[config.mk]
export PLATFORM = sky130hd
export DESIGN_NAME = id_ex_stage
export DESIGN_NICKNAME = d
export VERILOG_FILES = /design/src/rtl/id_ex_stage.sv
export SDC_FILE = /design/constraint.sdc
export NUM_CORES = 1
export LEC_CHECK = 0
export ABC_AREA = 0
export CAP_MARGIN = 10
export CORE_MARGIN = 8
export CORE_UTILIZATION = 40
export CTS_CLUSTER_DIAMETER = 60
export DETAILED_ROUTE_END_ITERATION = 8
export PLACE_DENSITY = 0.78
export SLEW_MARGIN = 10
export SYNTH_ARGS = -nofsm -noshare
export SYNTH_HDL_FRONTEND = slang
export SYNTH_SLANG_ARGS = --single-unit
export TNS_END_PERCENT = 5
[constraint.sdc]
create_clock -name clk -period 2.61 [get_ports clk]
set_clock_uncertainty 0.05 [all_clocks]
set_input_delay 0.522 -clock clk [delete_from_list [all_inputs] [get_ports clk]]
set_output_delay 0.522 -clock clk [all_outputs]
set_load 0.05 [all_outputs]
[src/rtl/id_ex_stage.sv]
// id_ex_stage
//   ID/EX pipeline register for the 3-bit-register MIPS core. It also
//   detects load-use hazards and keeps a saturating count of the bubbles
//   inserted for them.
//
//   Each cycle the register does one of the following:
//     - captures the decode slot,
//     - loads a bubble, on a branch flush or a load-use hazard, or
//     - holds its contents while a multi-cycle EX op is busy.
//
// Ports
//   clk, rst           clock; synchronous active-high reset
//   id_*               decoded instruction from the IF/ID side
//   flush              taken branch/jump: kill the decode instruction
//   ex_busy            multi-cycle EX op in progress: hold this register
//   stall_out          combinational freeze request for the PC and IF/ID
//   ex_*               registered instruction presented to execute/forwarding
//   bubble_cnt         saturating count of load-use bubbles
module id_ex_stage #(
    parameter int DATA_W = 16,
    parameter int REG_W  = 3,
    parameter int CNT_W  = 16
) (
    input  logic              clk,
    input  logic              rst,
    input  logic              id_valid,
    input  logic [REG_W-1:0]  id_rsrc1,
    input  logic [REG_W-1:0]  id_rsrc2,
    input  logic              id_use1,
    input  logic              id_use2,
    input  logic [REG_W-1:0]  id_rdst,
    input  logic [DATA_W-1:0] id_op1,
    input  logic [DATA_W-1:0] id_op2,
    input  logic [DATA_W-1:0] id_imm,
    input  logic [3:0]        id_alu_op,
    input  logic              id_wb_en,
    input  logic              id_mem_rd,
    input  logic              id_mem_wr,
    input  logic              flush,
    input  logic              ex_busy,
    output logic              stall_out,
    output logic              ex_valid,
    output logic              ex_wb_en,
    output logic              ex_mem_rd,
    output logic              ex_mem_wr,
    output logic [REG_W-1:0]  ex_rsrc1,
    output logic [REG_W-1:0]  ex_rsrc2,
    output logic [REG_W-1:0]  ex_rdst,
    output logic [DATA_W-1:0] ex_op1,
    output logic [DATA_W-1:0] ex_op2,
    output logic [DATA_W-1:0] ex_imm,
    output logic [3:0]        ex_alu_op,
    output logic [CNT_W-1:0]  bubble_cnt
);

    typedef struct packed {
        logic              valid;
        logic              wb_en;
        logic              mem_rd;
        logic              mem_wr;
        logic [3:0]        alu_op;
        logic [REG_W-1:0]  rsrc1;
        logic [REG_W-1:0]  rsrc2;
        logic [REG_W-1:0]  rdst;
        logic [DATA_W-1:0] op1;
        logic [DATA_W-1:0] op2;
        logic [DATA_W-1:0] imm;
    } ex_reg_t;

    ex_reg_t ex_q;
    ex_reg_t id_d;
    logic    hazard;

    // A load in EX whose result the decode instruction reads. R0 is an
    // ordinary register here, so an r0 match still counts as a hazard.
    assign hazard = ex_q.valid & ex_q.mem_rd & ex_q.wb_en & id_valid &
                    ((id_use1 & (id_rsrc1 == ex_q.rdst)) |
                     (id_use2 & (id_rsrc2 == ex_q.rdst)));

    // Flush kills the decode instruction, so freezing fetch would be wrong.
    assign stall_out = ~flush & (hazard | ex_busy);

    // An invalid decode slot is still captured, but it must never write
    // the register file or memory.
    always_comb begin
        id_d        = '0;
        id_d.valid  = id_valid;
        id_d.wb_en  = id_wb_en & id_valid;
        id_d.mem_rd = id_mem_rd & id_valid;
        id_d.mem_wr = id_mem_wr & id_valid;
        id_d.alu_op = id_alu_op;
        id_d.rsrc1  = id_rsrc1;
        id_d.rsrc2  = id_rsrc2;
        id_d.rdst   = id_rdst;
        id_d.op1    = id_op1;
        id_d.op2    = id_op2;
        id_d.imm    = id_imm;
    end

    always_ff @(posedge clk) begin
        if (rst) begin
            ex_q       <= '0;
            bubble_cnt <= '0;
        end else if (flush) begin
            ex_q <= '0;
        end else if (ex_busy) begin
            ex_q <= ex_q;
        end else if (hazard) begin
            ex_q <= '0;
            if (bubble_cnt != {CNT_W{1'b1}})
                bubble_cnt <= bubble_cnt + 1'b1;
        end else begin
            ex_q <= id_d;
        end
    end

    assign ex_valid  = ex_q.valid;
    assign ex_wb_en  = ex_q.wb_en;
    assign ex_mem_rd = ex_q.mem_rd;
    assign ex_mem_wr = ex_q.mem_wr;
    assign ex_alu_op = ex_q.alu_op;
    assign ex_rsrc1  = ex_q.rsrc1;
    assign ex_rsrc2  = ex_q.rsrc2;
    assign ex_rdst   = ex_q.rdst;
    assign ex_op1    = ex_q.op1;
    assign ex_op2    = ex_q.op2;
    assign ex_imm    = ex_q.imm;

endmodule
**After elaboration in Yosys (flattened, before gate mapping)**

Index checks and enable logic that the tools add are counted.

- Add/sub/neg operators: 1
- Eq/ne operators: 3
- Muxes and demuxes: 1
- Bitwise operators: 14
- Reduce and logical (&&, ||, !) cells: 2

Operator list:

| cell | number |
|---|---|
| $mux W65 | 1 |
| $add A16 B1 Y16 const B | 1 |
| $ne A16 B16 Y1 const B | 1 |
| $and A1 B1 Y1 | 10 |
| $eq A3 B3 Y1 | 2 |
| $reduce_and A4 Y1 | 1 |
| $not A1 Y1 | 2 |
| $or A1 B1 Y1 | 2 |
| $reduce_or A2 Y1 | 1 |

- Register bits after elaboration: 81
- Input port bits: 71
- Output and inout bits: 82
- Logic and storage cells: 33

**Depth between registers and ports, before layout**

Gate-level depths: netlist (run 1).

- Depth in word-level cells: 6
- Gate-level depth with buffers: 8
- Mapped depth without buffers: 6

**Worst setup path after synthesis (run 1)**

No wires, ideal clock.

- Kind: reg-to-output
- Start: register ex_q, in the netlist ex_rdst[0]
- End: output port stall_out
- Arrival time: 2.405 ns
- Required time: 2.038 ns
- Setup slack: -0.367 ns
- Cell stages (with the launch flop): 7
- Path buffers: 2
- Cell sequence: dfxtp_1 xnor2_1 nand4_1 a21o_1 buf_2 buf_2 a21oi_1

- Longest elaborated chain between the ends: 6
- Elaborated cells on any way between the ends: 8
- Those cells by class: eq/ne: 2; bitwise: 6

RTL lines:

| what | RTL line | RTL |
|---|---|---|
| start, declared | 70 | `ex_reg_t ex_q;` |
| start signal, assigned | 107 | `ex_q <= ex_q;` |
| start signal, assigned | 113 | `ex_q <= id_d;` |
| $eq A3 B3 Y1 (on tied branches) | 77, 78 |  |
| $and A1 B1 Y1 (on tied branches) | 77, 78 |  |
| $or A1 B1 Y1 * | 77 | `((id_use1 & (id_rsrc1 == ex_q.rdst)) \|` |
| $and A1 B1 Y1 * | 76 | `assign hazard = ex_q.valid & ex_q.mem_rd & ex_q.wb_en & id_valid &` |
| $or A1 B1 Y1 * | 81 | `assign stall_out = ~flush & (hazard \| ex_busy);` |
| $and A1 B1 Y1 * | 81 |  |
| end, declared | 41 | `output logic stall_out,` |

Mark *: on every way between the ends. The rest lies on a longest branch, timed or not.

**Worst setup path after layout (run 1)**

- Start: input port id_rsrc1[0]
- End: output port stall_out

- Longest elaborated chain between the ends: 6

RTL lines:

| what | RTL line | RTL |
|---|---|---|
| start, declared | 27 | `input logic [REG_W-1:0] id_rsrc1,` |
| $eq A3 B3 Y1 | 77 |  |
| $and A1 B1 Y1 | 77 |  |
| $or A1 B1 Y1 | 77 |  |
| $and A1 B1 Y1 | 76 |  |
| $or A1 B1 Y1 | 81 |  |
| $and A1 B1 Y1 | 81 |  |

No other way between the ends.

==> flow_summary.json, run 1 <==
{
  "drv_cap": 0,
  "setup_viol": 0,
  "r2r-start": "bubble_cnt[0]$_SDFFE_PP0P_",
  "first_global_vias": 3584,
  "synth_flop_cell": "dfxtp_1",
  "via_per_inst": 5.35,
  "grt_use_total_pct": 18.9,
  "intPower_mw": 2.02,
  "worstMarginPinSlew_ns": 0.689,
  "final_cell_count_no_fill": 658,
  "hold_slack_ns": 0.406,
  "yosysMostFrequentCell": "dfxtp_1",
  "power.density_nw_per_um2": 527,
  "synth-edff-count": 0,
  "ys_async_sr_fraction_pct": 0,
  "area_growth_syn_to_layout_pct": 56.5,
  "numPortBuffers": 152,
  "crit_fanout": 10,
  "cts_tree": "built",
  "status": "finished clean",
  "fin_crit_sh_pct": 97.5,
  "io_pins": 153,
  "yosys.cell_types.count": 41,
  "design_area_sq_um": 5200,
  "start_kind": "primary input",
  "ys_seq_area_share_pct": 48.8,
  "syn_nets": 475,
  "path_class": "primary input to output pin",
  "syn_avg_cell_area_sq_um": 8.24,
  "syn-cell-area_sq_um": 3320,
  "first_pass_iters": 5,
  "placed_area_sq_um": 4960,
  "power_frac_seq_pct": 46.9,
  "numCtsBuffers": 9,
  "synth_cells": 403,
  "postLayoutCoreUtil_pct": 63.9,
  "drc_errors": 0,
  "cp-end-kind": "output pin",
  "antenna_found_initial": 0,
  "combinationalPowerShare_pct": 15.4,
  "antenna_left": 0,
  "relSlewSlack_pct": 54.1,
  "htreeDepth": 3,
  "switchingPower_mw": 0.718,
  "dieArea_sq_um": 11500,
  "dp_hpwl_um": 7950,
  "gp_congestion": 0.897,
  "antenna_cells": 0,
  "die_w_um": 107,
  "p_clk_share_pct": 37.7,
  "timing_hold_violations_final": 0,
  "grt_pass1_wl_um": 17800,
  "synth_largest_area_cell": "dfxtp_1",
  "dp_cells": 642,
  "synth_seq_cells": 81,
  "max_freq_mhz": 393,
  "finalNetCount": 620,
  "min_from": "ex_op1[12]$_SDFFE_PP0N_",
  "cts_hold_buf": 0,
  "swShare_pct": 26.2,
  "grt_max_degree": 66,
  "yosys_warnings": 0,
  "core-area_sq_um": 8130,
  "num_vias": 3518,
  "drt_iter0_drc": 205,
  "required_ns": 2.04,
  "synth_top_area_share_pct": 48.8,
  "worstSkewPairLatency_ns": 0.33,
  "gr-total-overflow": 0,
  "nFillCells": 704,
  "crit_path_start": "id_rsrc1[0]",
  "chipHeight_um": 107,
  "place_ws_ns": 0.00361,
  "wl_per_cell_um": 16.6,
  "setup_ws_ns": 0.0662,
  "fin_total_pwr_mw": 2.74,
  "cts-root-buf": "clkbuf_8",
  "start_util_pct": 40.8,
  "clk_pin_slew_ns": 0.08,
  "wl_um": 10900,
  "rsz0062_at_grt": "false",
  "leakagePower_nw": 1.80,
  "cts_sinks": 81,
  "cp.arrival_ns": 1.97,
  "synthTopCellsByCount": "dfxtp_1, a21oi_1, nand3_1",
  "period_needed_ns": 2.54,
  "synth_area_leaders": "dfxtp_1, a21oi_1, nand3_1, nand2_1, clkbuf_1",
  "maxSlewViolCount": 0,
  "setup_tns_ns": 0,
  "hp-class": "register to register",
  "drive_above_1_share_pct": 9.04,
  "row_count": 33,
  "clk_path_buf_depth": 2,
  "peakVddDrop_v": 0.000293
}
area by class of cell:
cell class / instances / area (sq um) / share of cell area (%)
Timing Repair Buffer: 169 / 1650 / 31.8
Sequential cell: 81 / 1620 / 31.2
Multi-Input combinational cell: 284 / 1550 / 29.8
Clock buffer: 10 / 138 / 2.65
Tap cell: 105 / 131 / 2.53
Clock inverter: 6 / 91.3 / 1.76
Inverter: 3 / 11.3 / 0.217
placed cells by master, fill, tap and decap left out, types with 3 or more instances in the layout:
master           count
a21oi_1             74
a32oi_1              3
buf_4               17
clkbuf_8            10
clkdlybuf4s50_1    150
clkinvlp_4           3
dfxtp_1             81
nand2_1             64
nand3_1             68
nand4_1              6
nor2_1              13
nor2b_1              4
o31ai_1              5
or4_1                5
xnor2_1              7
worst max-delay path, cell delays in order:
cell and delay (ns):
clkdlybuf4s50_1 0.51, xnor2_1 0.14, nand4_1 0.17, a21o_4 0.30, a21oi_4 0.18, buf_12 0.15
flip-flops by register name, summed over array words and instances, names as in the netlist:
signal and cells:
ex_rsrc2 3, ex_rsrc1 3, ex_mem_rd 1, ex_wb_en 1
bubble_cnt 16, ex_alu_op 4, ex_rdst 3, ex_op2 16
ex_valid 1, ex_op1 16, ex_mem_wr 1, ex_imm 16
per-layer routing:
layer  vias up  share of wire, %  track usage, %
met3        22               8.7            6.18
met4         0               2.3            7.74
met5         -                 0               0
li1       1704                 -               -
met2       148                50            31.6
met1      1644                39            21.6
cells by family after synthesis:
kind of cell | after synthesis | synth area share [%]
multiplexers | 3 | 1.02
buffers and inverters | 38 | 5.05
AO/OA/AOI/OAI | 94 | 16.1
AND/OR/NAND/NOR | 179 | 26.8
flip-flops | 81 | 48.8
XOR/XNOR | 7 | 1.85
adder cells (fa/ha/maj) | 1 | 0.377
power by group through the flow:
stage	Clock [mW]	Sequential, mW	Combinational [mW]
after floorplan	0	1.42	0.111
after global placement	0	1.31	0.419
after detailed placement	0	1.31	0.423
after CTS	1.05	1.28	0.425
after global routing	1.10	1.29	0.452
final	1.03	1.28	0.423
worst paths after layout:
kind,endpoint,slack [ns],cells after the start
min reg2reg,ex_op1[12]$_SDFFE_PP0N_,0.41,2
max reg2reg,bubble_cnt[6]$_SDFFE_PP0P_,0.34,6
max,stall_out,0.07,6
min,ex_op1[12]$_SDFFE_PP0N_,0.41,2
what timing repair did:
action | in CTS | in global routing
setup buffers | 0 | 0
setup endpoints to repair | 0 | 1
gates resized for setup | 0 | 1
Power figures use the tool's default switching activity.
==> run 2: changes to the inputs <==
--- a/config.mk
+++ b/config.mk
@@ -6,7 +6,7 @@
 export NUM_CORES = 1
 export LEC_CHECK = 0
 export ABC_AREA = 0
-export CAP_MARGIN = 10
+export CAP_MARGIN = 20
 export CORE_MARGIN = 8
 export CORE_UTILIZATION = 40
 export CTS_CLUSTER_DIAMETER = 60
==> results of run 2 <==
Final layout, timing and power as in run 1 (identical DEF).
